==> config.mk <==
export PLATFORM = sky130hd
export DESIGN_NAME = instr_mem_loader
export DESIGN_NICKNAME = d
export VERILOG_FILES = /design/src/rtl/instr_loader_pkg.sv /design/src/rtl/byte_word_assembler.sv /design/src/rtl/instr_mem_loader.sv
export SDC_FILE = /design/constraint.sdc
export NUM_CORES = 1
export LEC_CHECK = 0
export CAP_MARGIN = 20
export CORE_AREA = 4 4 103 105
export CTS_BUF_LIST = sky130_fd_sc_hd__clkbuf_8
export DETAILED_ROUTE_END_ITERATION = 10
export DIE_AREA = 0 0 107 109
export PLACE_DENSITY_LB_ADDON = 0.3
export SLEW_MARGIN = 5
export SYNTH_ARGS = -nofsm -noshare
export SYNTH_HDL_FRONTEND = slang
export SYNTH_HIERARCHICAL = 1
export SYNTH_SLANG_ARGS = --single-unit
==> constraint.sdc <==
create_clock -name clk -period 3.4 [get_ports clk]
set_clock_uncertainty 0.2 [all_clocks]
set_input_delay 0.34 -clock clk [delete_from_list [all_inputs] [get_ports clk]]
set_output_delay 0.34 -clock clk [all_outputs]
set_load 0.05 [all_outputs]
==> src/rtl/instr_loader_pkg.sv <==
// Shared types and constants for the instruction memory loader.
// Byte stream to 32-bit word assembly at boot or via debug.
package instr_loader_pkg;

    localparam int BYTES_PER_WORD = 4;
    localparam int BYTE_WIDTH     = 8;
    localparam int WORD_WIDTH     = BYTES_PER_WORD * BYTE_WIDTH;
    localparam int INDEX_WIDTH    = $clog2(BYTES_PER_WORD);

    typedef enum logic [1:0] {
        IDLE,
        COLLECT,
        WRITE,
        DONE
    } state_t;

endpackage

==> src/rtl/byte_word_assembler.sv <==
// Little-endian byte lane packer: first byte lands in [7:0].
// word_full flags that the next accepted byte completes the word.
module byte_word_assembler
    import instr_loader_pkg::*;
(
    input  logic                  clk,
    input  logic                  rst_n,
    input  logic                  clear,
    input  logic                  accept,
    input  logic [BYTE_WIDTH-1:0] byte_in,
    output logic [WORD_WIDTH-1:0] word_next,
    output logic                  word_full
);

    logic [INDEX_WIDTH-1:0] idx;
    logic [WORD_WIDTH-1:0]  lanes;

    // Current lanes with the incoming byte dropped into its slot.
    always_comb begin
        word_next = lanes;
        word_next[idx*BYTE_WIDTH +: BYTE_WIDTH] = byte_in;
    end

    assign word_full = (idx == INDEX_WIDTH'(BYTES_PER_WORD - 1));

    // Lane index and partial word; index rolls over after the last lane.
    always_ff @(posedge clk or negedge rst_n) begin
        if (!rst_n) begin
            idx   <= '0;
            lanes <= '0;
        end else if (clear) begin
            idx   <= '0;
            lanes <= '0;
        end else if (accept) begin
            idx   <= idx + 1'b1;
            lanes <= word_next;
        end
    end

endmodule

==> src/rtl/instr_mem_loader.sv <==
// Streams a program into instruction memory one word at a time.
// Busy holds the core off while a session is in progress.
module instr_mem_loader
    import instr_loader_pkg::*;
#(
    parameter int ADDRESS_WIDTH     = 9,
    parameter int INSTRUCTION_WIDTH = 32,
    parameter int COUNT_WIDTH       = ADDRESS_WIDTH - 1
) (
    input  logic                         clk,
    input  logic                         rst_n,
    input  logic                         Start,
    input  logic [ADDRESS_WIDTH-1:0]     BaseAddress,
    input  logic [COUNT_WIDTH-1:0]       WordCount,
    input  logic [BYTE_WIDTH-1:0]        ByteIn,
    input  logic                         ByteValid,
    output logic                         ByteReady,
    output logic [ADDRESS_WIDTH-1:0]     WriteAddress,
    output logic [INSTRUCTION_WIDTH-1:0] WriteData,
    output logic                         WriteEnable,
    output logic                         Busy,
    output logic                         Done,
    output logic                         Wrapped
);

    state_t                   state;
    logic [ADDRESS_WIDTH-1:0] addr;
    logic [COUNT_WIDTH-1:0]   remaining;
    logic [ADDRESS_WIDTH:0]   addr_sum;
    logic [ADDRESS_WIDTH-1:0] base_aligned;
    logic [WORD_WIDTH-1:0]    word_next;
    logic                     word_full;
    logic                     take;
    logic                     clear;

    assign take         = ByteValid && ByteReady;
    assign clear        = (state == IDLE) && Start;
    assign addr_sum     = {1'b0, addr} + (ADDRESS_WIDTH+1)'(BYTES_PER_WORD);
    assign base_aligned = BaseAddress & ~ADDRESS_WIDTH'(BYTES_PER_WORD - 1);

    byte_word_assembler u_asm (
        .clk       (clk),
        .rst_n     (rst_n),
        .clear     (clear),
        .accept    (take),
        .byte_in   (ByteIn),
        .word_next (word_next),
        .word_full (word_full)
    );

    // Session FSM with address/count tracking and registered outputs.
    always_ff @(posedge clk or negedge rst_n) begin
        if (!rst_n) begin
            state        <= IDLE;
            addr         <= '0;
            remaining    <= '0;
            ByteReady    <= 1'b0;
            WriteAddress <= '0;
            WriteData    <= '0;
            WriteEnable  <= 1'b0;
            Busy         <= 1'b0;
            Done         <= 1'b0;
            Wrapped      <= 1'b0;
        end else begin
            unique case (state)
                IDLE: begin
                    if (Start) begin
                        Wrapped <= 1'b0;
                        if (WordCount != '0) begin
                            state     <= COLLECT;
                            addr      <= base_aligned;
                            remaining <= WordCount;
                            ByteReady <= 1'b1;
                            Busy      <= 1'b1;
                        end else begin
                            state <= DONE;
                            Done  <= 1'b1;
                        end
                    end
                end
                COLLECT: begin
                    if (take && word_full) begin
                        state        <= WRITE;
                        ByteReady    <= 1'b0;
                        WriteEnable  <= 1'b1;
                        WriteAddress <= addr;
                        WriteData    <= INSTRUCTION_WIDTH'(word_next);
                    end
                end
                WRITE: begin
                    WriteEnable <= 1'b0;
                    addr        <= addr_sum[ADDRESS_WIDTH-1:0];
                    remaining   <= remaining - 1'b1;
                    if (addr_sum[ADDRESS_WIDTH]) begin
                        Wrapped <= 1'b1;
                    end
                    if (remaining == COUNT_WIDTH'(1)) begin
                        state <= DONE;
                        Busy  <= 1'b0;
                        Done  <= 1'b1;
                    end else begin
                        state     <= COLLECT;
                        ByteReady <= 1'b1;
                    end
                end
                DONE: begin
                    state <= IDLE;
                    Done  <= 1'b0;
                end
            endcase
        end
    end

endmodule

=== After elaboration in Yosys (flattened, before gate mapping) ===
Cells that the tools add are included.

* Bits of input ports: 29
* Flip-flop bits (word level): 99

* Equal/unequal tests: 12
* Mux-type cells: 32
* Reductions and logical operators: 18
* Shift operators: 2
* Add/sub/neg operators: 4

{| class="wikitable"
|+ Operators by type and width
! kind !! count
|-
| $mux 32 || 2
|-
| $neg 5->34 || 1
|-
| $shift 8x34->32 const A || 1
|-
| $shiftx 8x34->32 || 1
|-
| $bwmux 32 || 1
|-
| $mux 9 || 2
|-
| $pmux 9 s2 || 1
|-
| $mux 8 || 2
|-
| $pmux 8 s2 || 1
|-
| $mux 2 || 6
|-
| $ne 2x2->1 const B || 6
|-
| $mux 1 || 11
|-
| $add 9x3->10 const B || 1
|-
| $eq 8x1->1 const B || 1
|-
| $pmux 2 s4 || 1
|-
| $reduce_and 4->1 || 2
|-
| $reduce_bool 8->1 || 1
|-
| $sub 8x1->8 const B || 1
|-
| $eq 2x2->1 const B || 3
|-
| $pmux 1 s2 || 3
|-
| $pmux 1 s3 || 2
|-
| $reduce_and 2->1 || 3
|-
| $reduce_and 3->1 || 2
|-
| $reduce_bool 2->1 || 3
|-
| other kinds (7) || 10
|}

=== Depth between registers and ports, before layout ===
Gate-level depths: netlist of run 1.

* Word-level depth: 5
* Mapped depth: 10
* Gate-level depth less buffers: 6

=== Hierarchy ===
Netlist of run 1, hierarchy kept.

{| class="wikitable"
|+ Modules (own cells, without submodules)
! module !! times used !! sequential area each (um^2) !! cells each !! area an instance (um^2)
|-
| instr_mem_loader || 1 || 1526.5 || 216 || 2666.3
|-
| byte_word_assembler || 1 || 850.8 || 234 || 2064.5
|}

=== Least setup slack after synthesis of run 1 ===
OpenSTA, ideal clock, no wires.

* Path kind: flip-flop to flip-flop
* Start point: register u_asm.idx[0]
* End point: register WriteData[11]
* Cell stages (with the launch flop): 10
* Setup slack: 1.067 ns
* Arrival time: 2.008 ns
* Path buffers: 3
* Period minus slack after synthesis: 2.333 ns
* Data required time: 3.075 ns
* Path through: dfrtp_1 > buf_8 > inv_1 > ha_1 > and4bb_1 > buf_6 > and2_4 > buf_6 > a22o_1 > mux2_2

* Word-level cells in the longest chain between the ends: 3
* Elaborated cells on any way between the ends: 7
* Classes of those cells: add/sub (1); eq/ne (1); shift (2); mux (1); reduce/logical (2)

{| class="wikitable"
|+ RTL lines
! what !! line !! text
|-
| start: declaration || byte_word_assembler.sv:15 || <nowiki>logic [INDEX_WIDTH-1:0] idx;</nowiki>
|-
| start signal: assignment || byte_word_assembler.sv:35 || <nowiki>idx <= idx + 1'b1;</nowiki>
|-
| $neg 5->34 (*) || byte_word_assembler.sv:21 || <nowiki>word_next[idx*BYTE_WIDTH +: BYTE_WIDTH] = byte_in;</nowiki>
|-
| $shiftx 8x34->32 or $shift 8x34->32 (tied branches) || byte_word_assembler.sv:21 ||
|-
| $bwmux 32 (*) || byte_word_assembler.sv:21 ||
|-
| named net word_next[11] || instr_mem_loader.sv:31 || <nowiki>logic [WORD_WIDTH-1:0] word_next;</nowiki>
|-
| end signal: assignment || instr_mem_loader.sv:87 || <nowiki>WriteData <= INSTRUCTION_WIDTH'(word_next);</nowiki>
|-
| end: declaration || instr_mem_loader.sv:19 || <nowiki>output logic [INSTRUCTION_WIDTH-1:0] WriteData,</nowiki>
|}

Mark *: on every way through the listed nets, which the timed path passes. The rest lies on a longest branch.
A chain may end at the register's enable or synchronous reset.

=== Worst setup path after layout of run 1 ===
* Start point: register u_asm.idx[0]
* End point: register WriteData[18]

The elaborated chain is that of the path after synthesis.

==> results.yml, run 1 <==
yosys:
  yosys.area.top_type: "dfrtp_1"
  syn_area_per_cell_um2: 10.5
  synth-async-reset-ratio_pct: 100
  synth-main-ff-cell: "dfrtp_1"
  ys_seq_area_share_pct: 50.3
  ys_types: 56
  synth_warnings: 6
  yosysTopAreaCellShare_pct: 50.3
  synth-seq-cells: 95
  synth_edf_count: 0
  synth_area_leaders: "dfrtp_1 (50%), mux2_2 (9.5%), a22o_1 (4.3%)"
  syn_inst: 450
  synth_area_um2: 4730
timing:
  period_minus_slack_ps: 2810
  finalSetupViolCount: 0
  slew_headroom_pct: 54.2
  finalHoldViolCount: 0
  fmax_ghz: 0.356
  worst_slew_pin_slew_ps: 688
  slew_viol_final: 0
  finalCritPeriodShare_pct: 82.7
  setup_tns_ps: 0
  setup_ws_ps: 590
  rsz0062_at_grt: "no"
detailed_routing:
  vias: 3657
  wl_um: 11000
  final_antenna_net_count: 0
  drt_iter0_drc: 333
  drc: 0
  avgRoutedWirePerCell_um: 17.3
  via_per_inst: 5.74
  drt_first_pass_iters: 5
power:
  seq_power_share_pct: 36.3
  power.share.clock_pct: 14.4
  switching_share_pct: 44.7
  peakVddDrop_mv: 0.409
  leakagePower_uw: 0.00239
  internal-power_uw: 2820
  cellPowerDensity_nw_per_um2: 900
  p_comb_share_pct: 49.3
  p_switching_uw: 2270
worst_setup_path:
  cp-end-kind: "flop"
  crit_path_max_fanout: 16
  crit_path_start: "u_asm/idx[0]"
  worstPathArrival_ps: 2910
  path_class: "reg -> reg"
  worst_ep_required_time_ps: 3500
  critPathLaunchType: "flop"
  worstReg2RegStart: "u_asm/idx[0]"
grt:
  grt.total_usage_pct: 19.0
  busiest_layer: "met2"
  grt_pass1_vias: 3557
  grt_use_met3_pct: 4.20
  grt-ovfl-total: 0
  grt_max_degree: 54
  grt_use_met2_pct: 30.9
  grt_use_met1_pct: 25.8
  antenna_found_initial: 0
  grt_pass1_wl_um: 17700
floorplan:
  io_pins: 75
  placeableCoreArea_um2: 9640
  dieArea_um2: 11700
  fp.dieH_um: 109
  initial_core_util_pct: 49.1
  row_count: 36
  fp.dieW_um: 107
clocking:
  cts.path.max_buffers: 2
  clock_latency_ps: 360
  numCtsBuffers: 9
  cts_tree: "built"
  cts_sinks: 95
  htree_levels: 3
  post_cts_buffers: 0
  cts.reportedPaths.clkPinSlew_ps: 90
  root_buffer: "clkbuf_8"
finish:
  area_delta_synth_final_pct: 19.5
  fill_cells: 832
  layout_commonest_cell: "dfrtp_1"
  diodes: 0
  final_cell_mix: "dfrtp_1 (95), clkdlybuf4s50_1 (69), nand2_1 (52), mux2_2 (40), a21oi_1 (39)"
  drive_gt1_share_pct: 14.1
  finalNetCount: 537
flow_run:
  max_cap_viol_count: 0
placed_design:
  gp_congestion: 0.809
  hpwl_um: 7420
  dp_slack_ps: 653
  portBuffers: 70
run_status:
  status: "finished, final reports clean"
hold_path:
  min_path_type: "reg -> reg"
  hold_path.startpoint: "WriteEnable"
-- cell families after synthesis --
logic type               count (synthesis)  synth area share [%]
AO/OA/AOI/OAI                          101                  14.2
adder cells (fa/ha/maj)                  9                  2.38
other                                    1                0.0793
AND/OR/NAND/NOR                        143                  17.0
multiplexers                            42                  9.94
flip-flops                              95                  50.3
XOR/XNOR                                 1                 0.185
buffers and inverters                   58                  5.95
-- state kept, by name, summed over array words and instances (netlist names) --
| name | count |
|---|---|
| WriteEnable | 1 |
| Wrapped | 1 |
| WriteAddress | 7 |
| u_asm/lanes | 32 |
| addr | 7 |
| ByteReady | 1 |
| WriteData | 32 |
| remaining | 8 |
| state | 2 |
| Done | 1 |
| u_asm/idx | 2 |
| Busy | 1 |
-- critical path, cell delays in order (launching register included) --
cell     delay, ps
dfrtp_1        590
inv_1          180
ha_1           460
nor4b_4        590
and2_1         390
a22o_1         200
mux2_2         150
-- final timing paths --
kind | endpoint | slack [ps] | cells after the start
worst max register to register | WriteData[18] | 590 | 6
min in group asynchronous | remaining[5] | 350 | 2
worst min register to register | WriteEnable | 280 | 1
max in group asynchronous | WriteData[3] | 1870 | 3
worst min-delay path | WriteEnable | 280 | 1
worst max-delay path | WriteData[18] | 590 | 6
-- Yosys cell counts, drive strengths merged (2+ instances only) --
library cell  count
dfrtp            95
nand2            52
mux2             40
a21oi            39
nand4            26
a22o             23
clkbuf           22
buf              18
inv              17
nor2             14
nand3            10
ha                9
o21ai             9
o22ai             8
nand4b            6
o211ai            6
and2              5
nor3              5
or4               4
a211oi            3
nand2b            3
nand3b            3
nor2b             3
nor3b             3
a221oi            2
and3              2
mux2i             2
o21a              2
o41ai             2
or4b              2
-- repair_timing --
action,4_1_cts,5_1_grt
hold buffers,1,0
hold endpoints to repair,51,0
endpoints found under the setup margin,0,0
gates resized for setup,0,0
-- per-layer routing --
layer	vias up	routed length [um]
met2	141	5350
met5	-	0
met1	1788	4730
met4	0	129
met3	12	787
li1	1716	-
-- power groups by stage --
stage,clock (uW),combinational (uW),sequential [uW]
after floorplan,0,1160,2480
after global placement,0,2460,1850
after detailed placement,0,2510,1870
after CTS,746,2520,1850
after global routing,794,2670,1910
final,733,2510,1850
-- stage by stage --
step | hold slack, ps | instances | cell area [um2] | utilization, % | power [uW]
2_1_floorplan | -156 | 451 | 4730 | - | 3630
3_3_place_gp | 221 | 620 | 5450 | 56.5 | 4310
3_5_place_dp | 226 | 620 | 5450 | 56.5 | 4370
4_1_cts | 287 | 637 | 5650 | 58.6 | 5110
5_1_grt | 306 | 637 | 5650 | 58.6 | 5370
6_report | 279 | 637 | 5650 | 58.6 | 5090
-- final cells by class --
| cell class | count | area, um2 | share of cell area (%) |
|---|---|---|---|
| Clock buffer | 10 | 138 | 2.44 |
| Tap cell | 133 | 166 | 2.94 |
| Sequential cell | 95 | 2380 | 42.1 |
| Inverter | 18 | 67.6 | 1.20 |
| Timing Repair Buffer | 77 | 766 | 13.5 |
| Multi-Input combinational cell | 298 | 2080 | 36.9 |
| Clock inverter | 6 | 53.8 | 0.952 |
Note: power is estimated with default switching activity, not from simulation.
==> run 2, diff against run 1 <==
- clock period: 3.4 -> 2.4 ns (I/O delays scaled with it)
==> run 2 against run 1 <==
- total power rose by 46%
- sequential cell count stayed put
- worst setup slack got worse by 400 ps
- worst hold slack worse by 67 ps
- cell area increased by 3.2%
- critical path depth is the same
- largest cell class unchanged
- largest power group unchanged
==> results.yml, run 2 (same netlist as run 1, synthesis figures left out) <==
grt:
  grt-ovfl-total: 0
  grt_use_met3_pct: 3.43
  grt_use_met2_pct: 31.4
  grt_use_met1_pct: 26.4
  grt.total_usage_pct: 19.4
  antenna_found_initial: 0
  busiest_layer: "met2"
  grt_max_degree: 44
  grt_pass1_wl_um: 18100
  grt_pass1_vias: 3654
timing:
  slew_headroom_pct: 61.8
  rsz0062_at_grt: "no"
  finalSetupViolCount: 0
  setup_tns_ps: 0
  period_minus_slack_ps: 2210
  fmax_ghz: 0.453
  slew_viol_final: 0
  worst_slew_pin_slew_ps: 572
  finalHoldViolCount: 0
  finalCritPeriodShare_pct: 92.0
power:
  leakagePower_uw: 0.00249
  cellPowerDensity_nw_per_um2: 1270
  peakVddDrop_mv: 0.585
worst_setup_path:
  crit_chain: "inv_1 > ha_1 > nor4b_4 > and2_2 > a22o_1 > mux2_2"
  r2r.worst_path.cells: 6
  worstReg2RegStart: "u_asm/idx[0]"
  reg2reg_to: "WriteData[16]"
  worst_ep_required_time_ps: 2440
  path_class: "reg -> reg"
  slowest_stage: "dfrtp_2"
  crit_path_max_fanout: 8
  cp-end-kind: "flop"
  rrSetupSlack_ps: 190
  worstPathArrival_ps: 2250
  crit_path_max_incr_delay_ps: 440
  critPathLaunchType: "flop"
floorplan:
  fp.dieW_um: 107
  placeableCoreArea_um2: 9640
  fp.dieH_um: 109
  dieArea_um2: 11700
  row_count: 36
  io_pins: 75
  initial_core_util_pct: 49.1
finish:
  fill_cells: 870
  finalNetCount: 557
  stdcell_count: 657
  drive_gt1_share_pct: 18.1
  reg_top3: "WriteData: 32 flops, u_asm/lanes: 32 flops, remaining: 8 flops"
  diodes: 0
  layout_commonest_cell: "dfrtp_1"
  area_delta_synth_final_pct: 23.2
  final_cell_mix: "dfrtp_1 (94), clkdlybuf4s50_1 (69), nand2_1 (52), mux2_2 (40), a21oi_1 (39)"
  fin_area_um2: 5830
placed_design:
  dp.cells: 640
  portBuffers: 70
  hpwl_um: 7790
  gp_congestion: 0.869
  placed_cell_area_um2: 5610
run_status:
  status: "finished, final reports clean"
clocking:
  root_buffer: "clkbuf_8"
  cts_tree: "built"
  clock_latency_ps: 350
  htree_levels: 3
  numCtsBuffers: 9
  cts_sinks: 95
  cts.path.max_buffers: 2
  cts.reportedPaths.clkPinSlew_ps: 90
detailed_routing:
  wl_um: 11100
  drt_iter0_drc: 210
  vias: 3771
  via_per_inst: 5.74
  avgRoutedWirePerCell_um: 16.9
  drc: 0
  drt_first_pass_iters: 4
  final_antenna_net_count: 0
hold_path:
  min_path_type: "in -> async"
flow_run:
  max_cap_viol_count: 0
run 2: cell types whose count changed in the layout (fill, tap and decap cells not counted), sizes merged:
cell	previous run	this run
buf	7	27
run 2: area by class of cell:
type                            instances  area [um2]  share of cell area [%]
Multi-Input combinational cell        298        2080                    35.8
Sequential cell                        95        2380                    40.8
Tap cell                              133         166                    2.85
Inverter                               18        67.6                    1.16
Timing Repair Buffer                   97         928                    15.9
Clock inverter                          6        67.6                    1.16
Clock buffer                           10         138                    2.36
run 2: worst max-delay path by stage:
stage / slack, ps / start / to / cells after the start
2_1_floorplan: 70 / u_asm/idx[0] / WriteData[11] / 9
3_3_place_gp: 70 / WordCount[1] / addr[2] / 5
3_5_place_dp: 60 / WordCount[2] / addr[2] / 5
4_1_cts: 90 / u_asm/idx[0] / WriteData[16] / 6
5_1_grt: 100 / u_asm/idx[0] / WriteData[16] / 6
6_report: 190 / u_asm/idx[0] / WriteData[16] / 6
run 2: power breakdown:
part           switching, uW  internal, uW
logic                   2290          1480
clock network            565           516
registers                421          2150
total                   3280          4150
run 2: repair_timing:
action,4_1_cts,5_1_grt
setup endpoints to repair,0,8
endpoints found under the hold margin,39,0
gates resized for setup,0,2
hold buffers,1,0
setup buffers,0,0
run 2: metrics by stage:
step                      util (%)  hold WS, ps  worst slack (ps)  power [uW]
after floorplan                  -         -256              67.0        5150
after global placement        58.2         66.3              69.6        6270
after detailed placement      58.2         75.6              63.5        6370
after CTS                     60.5          238              92.2        7470
after global routing          60.5          258              98.9        7860
final                         60.5          213               191        7420
run 2: worst max-delay path, delay by kind of cell, from the launching register on:
kind                       cells  cell delay [ps]
DFF                            1              440
and+or+nand+nor                2              430
adders and majority gates      1              420
muxes                          1              270
AOI/OAI and AO/OA              1              210
buffers and inverters          1              130
run 2: routing by layer:
| metal | wire, um | part of all wire (%) |
|---|---|---|
| met1 | 4810 | 43 |
| met4 | 137 | 1.2 |
| met3 | 658 | 5.9 |
| met2 | 5480 | 49 |
| met5 | 0 | 0 |
